[src/rtl/usb_pkg.sv]
// Shared constants and types for the USB host transaction scheduler.
// Optional USB_SCHED_ERRCNT_EN adds error and NAK counters to usb_txn_sched.
package usb_pkg;

  localparam int PKT_W   = 99;
  localparam int PID_HI  = 98;
  localparam int PID_LO  = 91;
  localparam int ADDR_HI = 90;
  localparam int ADDR_LO = 84;
  localparam int ENDP_HI = 83;
  localparam int ENDP_LO = 80;
  localparam int DATA_HI = 90;
  localparam int DATA_LO = 27;

  localparam logic [7:0] PID_OUT   = 8'hE1;
  localparam logic [7:0] PID_IN    = 8'h69;
  localparam logic [7:0] PID_DATA0 = 8'hC3;
  localparam logic [7:0] PID_DATA1 = 8'h4B;
  localparam logic [7:0] PID_ACK   = 8'hD2;
  localparam logic [7:0] PID_NAK   = 8'h5A;
  localparam logic [7:0] PID_STALL = 8'h1E;

  typedef enum logic [2:0] {
    S_IDLE,
    S_TOK,
    S_DATA,
    S_RX_HS,
    S_RX_DATA,
    S_HS_ACK,
    S_RETRY,
    S_RESP
  } sched_state_t;

  typedef enum logic [1:0] {
    SP_FIRE,
    SP_LOW,
    SP_HIGH
  } send_phase_t;

  typedef enum logic [2:0] {
    PK_NONE,
    PK_TOK_OUT,
    PK_TOK_IN,
    PK_DATA,
    PK_ACK
  } pkt_kind_t;

endpackage

[src/rtl/usb_pkt_builder.sv]
// Combinational formatter for outbound token, data and handshake packets.
// Unused kinds produce an all-zero packet.
module usb_pkt_builder
  import usb_pkg::*;
(
  input  pkt_kind_t         kind,
  input  logic [6:0]        addr,
  input  logic [3:0]        endp,
  input  logic              toggle,
  input  logic [63:0]       data,
  output logic [PKT_W-1:0]  pkt
);

  always_comb begin
    pkt = '0;
    case (kind)
      PK_TOK_OUT, PK_TOK_IN: begin
        pkt[PID_HI:PID_LO] =
          (kind == PK_TOK_IN) ? PID_IN : PID_OUT;
        pkt[ADDR_HI:ADDR_LO] = addr;
        pkt[ENDP_HI:ENDP_LO] = endp;
      end
      PK_DATA: begin
        pkt[PID_HI:PID_LO] =
          toggle ? PID_DATA1 : PID_DATA0;
        pkt[DATA_HI:DATA_LO] = data;
      end
      PK_ACK: pkt[PID_HI:PID_LO] = PID_ACK;
      default: pkt = '0;
    endcase
  end

endmodule

[src/rtl/usb_txn_sched.sv]
// Host-side USB transaction scheduler: token/data/handshake sequencing with retry.
// Define USB_SCHED_ERRCNT_EN to add the err_cnt and nak_cnt outputs.
module usb_txn_sched
  import usb_pkg::*;
#(
  parameter int MAX_RETRY   = 8,
  parameter int TIMEOUT_CYC = 255
) (
  input  logic              clk,
  input  logic              rst_b,
  input  logic              req_valid,
  output logic              req_ready,
  input  logic              req_is_in,
  input  logic [6:0]        req_addr,
  input  logic [3:0]        req_endp,
  input  logic [63:0]       req_data,
  output logic              resp_valid,
  output logic              resp_ok,
  output logic [63:0]       resp_data,
  output logic [PKT_W-1:0]  pkt_in,
  output logic              pkt_in_avail,
  input  logic              encoder_ready,
  input  logic [PKT_W-1:0]  pkt_out,
  input  logic              pkt_out_avail,
  input  logic              data_good,
`ifdef USB_SCHED_ERRCNT_EN
  output logic [15:0]       err_cnt,
  output logic [15:0]       nak_cnt,
`endif
  input  logic              decoder_ready
);

  sched_state_t state, state_nx;
  send_phase_t  sph, sph_nx;
  pkt_kind_t    kind;

  logic [15:0] tcnt, tcnt_nx;
  logic [7:0]  retry, retry_nx;
  logic        toggle, toggle_nx;
  logic        is_in, is_in_nx;
  logic [6:0]  addr, addr_nx;
  logic [3:0]  endp, endp_nx;
  logic [63:0] data, data_nx;
  logic        ok_q, ok_nx;
  logic [63:0] rdata, rdata_nx;

  logic [7:0] pid;
  logic is_ack, is_nak, is_stall, is_data;
  logic send_st, send_done, tmo;
  logic unused_bits;

  assign pid      = pkt_out[PID_HI:PID_LO];
  assign is_ack   = (pid == PID_ACK);
  assign is_nak   = (pid == PID_NAK);
  assign is_stall = (pid == PID_STALL);
  assign is_data  = (pid == PID_DATA0) || (pid == PID_DATA1);
  assign unused_bits = ^pkt_out[DATA_LO-1:0];

  assign send_st = (state == S_TOK) || (state == S_DATA) ||
                   (state == S_HS_ACK);
  // a send finishes once the encoder has gone busy and come back idle
  assign send_done = send_st && (sph == SP_HIGH) && encoder_ready;
  assign tmo = decoder_ready && (tcnt == 16'(TIMEOUT_CYC - 1));

  assign req_ready  = (state == S_IDLE);
  assign resp_valid = (state == S_RESP);
  assign resp_ok    = (state == S_RESP) && ok_q;
  assign resp_data  = rdata;

  usb_pkt_builder u_bld (
    .kind   (kind),
    .addr   (addr),
    .endp   (endp),
    .toggle (toggle),
    .data   (data),
    .pkt    (pkt_in)
  );

  always_ff @(posedge clk or posedge rst_b) begin
    if (rst_b) begin
      state  <= S_IDLE;
      sph    <= SP_FIRE;
      tcnt   <= '0;
      retry  <= '0;
      toggle <= 1'b0;
      is_in  <= 1'b0;
      addr   <= '0;
      endp   <= '0;
      data   <= '0;
      ok_q   <= 1'b0;
      rdata  <= '0;
    end else begin
      state  <= state_nx;
      sph    <= sph_nx;
      tcnt   <= tcnt_nx;
      retry  <= retry_nx;
      toggle <= toggle_nx;
      is_in  <= is_in_nx;
      addr   <= addr_nx;
      endp   <= endp_nx;
      data   <= data_nx;
      ok_q   <= ok_nx;
      rdata  <= rdata_nx;
    end
  end

  always_comb begin
    state_nx     = state;
    sph_nx       = sph;
    tcnt_nx      = tcnt;
    retry_nx     = retry;
    toggle_nx    = toggle;
    is_in_nx     = is_in;
    addr_nx      = addr;
    endp_nx      = endp;
    data_nx      = data;
    ok_nx        = ok_q;
    rdata_nx     = rdata;
    kind         = PK_NONE;
    pkt_in_avail = 1'b0;

    if (send_st) begin
      case (sph)
        SP_FIRE: if (encoder_ready) sph_nx = SP_LOW;
        SP_LOW:  if (!encoder_ready) sph_nx = SP_HIGH;
        SP_HIGH: if (encoder_ready) sph_nx = SP_FIRE;
        default: sph_nx = SP_FIRE;
      endcase
      pkt_in_avail = (sph == SP_FIRE) && encoder_ready;
    end

    case (state)
      S_IDLE: begin
        if (req_valid) begin
          is_in_nx = req_is_in;
          addr_nx  = req_addr;
          endp_nx  = req_endp;
          data_nx  = req_data;
          retry_nx = '0;
          state_nx = S_TOK;
        end
      end
      S_TOK: begin
        kind = is_in ? PK_TOK_IN : PK_TOK_OUT;
        if (send_done) begin
          tcnt_nx  = '0;
          state_nx = is_in ? S_RX_DATA : S_DATA;
        end
      end
      S_DATA: begin
        kind = PK_DATA;
        if (send_done) begin
          tcnt_nx  = '0;
          state_nx = S_RX_HS;
        end
      end
      S_RX_HS: begin
        if (pkt_out_avail) begin
          if (!data_good) state_nx = S_RETRY;
          else begin
            unique case (1'b1)
              is_ack: begin
                toggle_nx = ~toggle;
                ok_nx     = 1'b1;
                state_nx  = S_RESP;
              end
              is_stall: begin
                ok_nx    = 1'b0;
                state_nx = S_RESP;
              end
              default: state_nx = S_RETRY;
            endcase
          end
        end else if (tmo) state_nx = S_RETRY;
        else if (decoder_ready) tcnt_nx = tcnt + 16'd1;
      end
      S_RX_DATA: begin
        if (pkt_out_avail) begin
          if (!data_good) state_nx = S_RETRY;
          else begin
            unique case (1'b1)
              is_data: begin
                rdata_nx = pkt_out[DATA_HI:DATA_LO];
                state_nx = S_HS_ACK;
              end
              is_stall: begin
                ok_nx    = 1'b0;
                state_nx = S_RESP;
              end
              default: state_nx = S_RETRY;
            endcase
          end
        end else if (tmo) state_nx = S_RETRY;
        else if (decoder_ready) tcnt_nx = tcnt + 16'd1;
      end
      S_HS_ACK: begin
        kind = PK_ACK;
        if (send_done) begin
          toggle_nx = ~toggle;
          ok_nx     = 1'b1;
          state_nx  = S_RESP;
        end
      end
      S_RETRY: begin
        retry_nx = retry + 8'd1;
        if (retry == 8'(MAX_RETRY - 1)) begin
          ok_nx    = 1'b0;
          state_nx = S_RESP;
        end else state_nx = S_TOK;
      end
      S_RESP:  state_nx = S_IDLE;
      default: state_nx = S_IDLE;
    endcase
  end

`ifdef USB_SCHED_ERRCNT_EN
  logic nak_ev, err_ev;

  assign nak_ev = ((state == S_RX_HS) || (state == S_RX_DATA)) &&
                  pkt_out_avail && data_good && is_nak;
  assign err_ev = (state_nx == S_RESP) && (state != S_RESP) &&
                  !ok_nx;

  always_ff @(posedge clk or posedge rst_b) begin
    if (rst_b) begin
      err_cnt <= '0;
      nak_cnt <= '0;
    end else begin
      if (err_ev && (err_cnt != 16'hFFFF))
        err_cnt <= err_cnt + 16'd1;
      if (nak_ev && (nak_cnt != 16'hFFFF))
        nak_cnt <= nak_cnt + 16'd1;
    end
  end
`endif

endmodule

[config.mk]
export PLATFORM = sky130hd
export DESIGN_NAME = usb_txn_sched
export DESIGN_NICKNAME = d
export VERILOG_FILES = /design/src/rtl/usb_pkg.sv /design/src/rtl/usb_pkt_builder.sv /design/src/rtl/usb_txn_sched.sv
export SDC_FILE = /design/constraint.sdc
export NUM_CORES = 1
export LEC_CHECK = 0
export CAP_MARGIN = 20
export CORE_MARGIN = 2
export CORE_UTILIZATION = 44
export CTS_BUF_LIST = sky130_fd_sc_hd__clkbuf_8
export DETAILED_ROUTE_END_ITERATION = 8
export HOLD_SLACK_MARGIN = 0.12
export PLACE_DENSITY = 0.89
export SLEW_MARGIN = 5
export SYNTH_ARGS = -nofsm -noshare
export SYNTH_HDL_FRONTEND = slang
export SYNTH_SLANG_ARGS = --single-unit
[constraint.sdc]
create_clock -name clk -period 6.4 [get_ports clk]
set_input_delay 0.96 -clock clk [delete_from_list [all_inputs] [get_ports clk]]
set_output_delay 0.96 -clock clk [all_outputs]
set_load 0.03 [all_outputs]
==> summary.md <==
| Metric | Value |
|---|---|
| CP Cell Sequence | nor2_4 > and2_1 > a22o_1 > clkdlybuf4s50_1 |
| Synth area leader | dfrtp_1 |
| First-pass GRT wire length | about 34000 µm |
| Crit-path max cell delay | 0.84 ns |
| Ratio of cells with drive above 1 in the final layout | 10.6% |
| Post-DP HPWL | 15500 µm |
| R2r startpoint | state[1]$_DFFE_PP0P_ |
| Die H | 138 µm |
| 1st-iter DRT viols | about 550 |
| Max Root-Sink Buffers | 2 |
| Crit end category | primary output |
| Worst Tran Pin Value | ~1.0 ns |
| Final setup violation count | 0 |
| Maxcap violations | 0 |
| Row count | 48 |
| Largest net degree at the start of global routing | 74 |
| Synth Area per Inst | 9.93 µm² |
| Area of the mapped netlist | 7880 µm² |
| GR Util All Layers | 23.0% |
| Max H-tree Level | 4 |
| Diodes inserted | 0 |
| Total chip power | 0.00371 W |
| Nets | about 1300 |
| VDD IR max | 0.000263 V |
| Core area | 17400 µm² |
| Post-synth EDFFs | 0 |
| Slowest-stage cell, CP | nor2_4 |
| Commonest non-fill, non-tap cell in the layout | clkdlybuf4s50_1 |
| Clk Latency, worst-skew pair | 0.44 ns |
| Leak pwr | 5.46 nW |
| Ys async rst share | 100% |
| Synth Instances | 794 |
| Final worst path period share | 70.8% |
| Critical Path Start | state[0]$_DFFE_PP0P_ |
| CTS tree | built |
| Drt pass-1 iters | 6 |
| Vias in the first global route | 6722 |
| Hold Startpoint | data[44]$_DFFE_PP0P_ |
| Hold Path Class | reg -> reg |
| Final min period | 4.53 ns |
| Post-CTS resize count | 0 |
| Status | finished, final reports clean |
| Max Slew Vio Count | 0 |
| Max Fclk | approximately 0.22 GHz |
| Cts hold-fix bufs | 0 |
| Worst-path clk slew | 0.09 ns |
| Clk root buf | clkbuf_8 |
| Vias | just under 7000 |
| Post-DRT Antenna Nets | 0 |
| Congestion Overflow GR | 0 |
| Layout area overhead | 43.3% |
| Top FF cell, synth | dfrtp_1 |
| Relative slew slack | between 30 and 40% |
| Post-CTS Setup Bufs | 0 |
| Initial core utilization | 45.3% |
| Yosys top cell area share | 54.3% |
| Port Buf Inserts | 293 |
| Crit path required time | 5.44 ns |
| TritonCTS Buffers | 17 |
| Placer Congestion | 0.863 |
| Routed len/inst | 16.9 µm |
| Clock Skews | 0.0142 ns |
| CP Max Fanout | 56 |
| I/O pin cnt | about 350 |
| Post-layout util | around 65% |
| PwrDens | between 300 and 400 nW/µm² |
| Die area | 19000 µm² |
| Synth Warn # | 0 |
| Final Hold Fails | 0 |
| Most frequent cells in the layout | 293 x clkdlybuf4s50_1, 254 x nand2_1, 170 x dfrtp_1, 65 x mux2_2, 56 x and3_1 |
| Setup TNS | 0 ns |
| Yosys reg bits | 171 |
| Seq/Total Area, Yosys | 54.3% |
| Drt drc | 0 |
| WS Path Type | reg -> out |
| Chip Width | roughly 140 µm |
| TritonCTS sink count | between 150 and 200 |
| Initial antenna violation count | 0 |
| Layout fillers | 1344 |
| RSZ-0062 raised after global routing | false |
| Unique masters post-synth | 48 |
| Post-Route WL | between 20000 and 25000 µm |
| Startpoint class of the critical path | flip-flop |
| Crit path DAT | about 3.6 ns |
| Vias/cell | 5.15 |
| Largest cells by area after synthesis | dfrtp_1 54%, nand2_1 12%, mux2_2 9.3%, and3_1 4.4%, buf_4 2.9% |
==> metrics by stage <==
stage	hold slack, ns	area [µm²]	setup slack [ns]	instances
2_1_floorplan	0.437	7990	0.808	821
3_5_place_dp	0.454	10900	2.35	1272
6_report	0.470	11300	1.87	1306
3_3_place_gp	0.449	10900	2.39	1272
5_1_grt	0.493	11300	1.64	1306
4_1_cts	0.474	11300	1.85	1304
==> per-layer routing <==
metal,track usage [%],wire length (µm)
met5,0,0
met3,6.87,1440
met1,28.9,8730
met2,37.8,11300
met4,7.94,561
==> registers in the layout, indices dropped and copies added (netlist names) <==
register,count
is_in,1
ok_q,1
data,64
addr,7
toggle,1
state,3
endp,4
retry,8
sph,2
tcnt,16
resp_data,64
==> cells in the mapped netlist, types with 4 or more instances <==
| cell type | number |
|---|---|
| and3_1 | 56 |
| mux2_2 | 65 |
| inv_1 | 8 |
| clkbuf_1 | 36 |
| nor2b_1 | 5 |
| nor2_1 | 14 |
| or4_1 | 7 |
| nor4_1 | 4 |
| nand4_1 | 4 |
| o21ai_0 | 17 |
| mux2i_1 | 6 |
| buf_2 | 7 |
| nand3_1 | 7 |
| o211ai_1 | 5 |
| dfrtp_1 | 171 |
| buf_4 | 30 |
| o31ai_1 | 7 |
| a21oi_1 | 16 |
| nand2_1 | 256 |
| a22o_1 | 15 |
| nor3_1 | 5 |
| nand2b_1 | 8 |
| or3_1 | 6 |
==> cells by family (layout without fill, tap and decap cells) <==
| family | count (synthesis) | in the layout | synth area share [%] |
|---|---|---|---|
| compound gates | 74 | 74 | 6.38 |
| xor+xnor | 2 | 2 | 0.222 |
| fa+ha+maj | 3 | 3 | 0.476 |
| buf+inv | 81 | 341 | 5.40 |
| flops | 171 | 171 | 54.3 |
| mux | 71 | 71 | 10.0 |
| other cells | 1 | 28 | 0.0476 |
| simple gates | 391 | 391 | 23.2 |
==> critical path, delay by kind of cell, from the launching register on <==
family                 cells  cell delay (ns)
AOI/OAI and AO/OA          1             0.23
buffers and inverters      1             0.77
DFF                        1             0.57
and+or+nand+nor            2             1.52
==> area by class of cell <==
class	instances	area, µm²	area share, %
Multi-Input combinational cell	569	3300	29.2
Inverter	8	35.0	0.310
Clock inverter	12	135	1.20
Sequential cell	171	4280	37.9
Tap cell	225	282	2.49
Clock buffer	20	275	2.44
Timing Repair Buffer	301	2990	26.5
==> worst paths after layout <==
check                      slack (ns)                    to  depth (start not counted)
max in group asynchronous        4.25  data[59]$_DFFE_PP0P_                          3
min in group asynchronous        0.90   endp[1]$_DFFE_PP0P_                          2
setup / recovery                 1.87            pkt_in[94]                          4
hold reg to reg                  0.47  data[44]$_DFFE_PP0P_                          2
setup reg to reg                 3.57  retry[2]$_DFFE_PP0P_                          7
hold / removal                   0.47  data[44]$_DFFE_PP0P_                          2
==> power by group <==
| group | switching, W | internal (W) |
|---|---|---|
| logic | 0.000867 | 0.000565 |
| clock network | 0.000405 | 0.000382 |
| registers | 0.000160 | 0.00133 |
No activity file was read; power rests on OpenSTA's default activity.
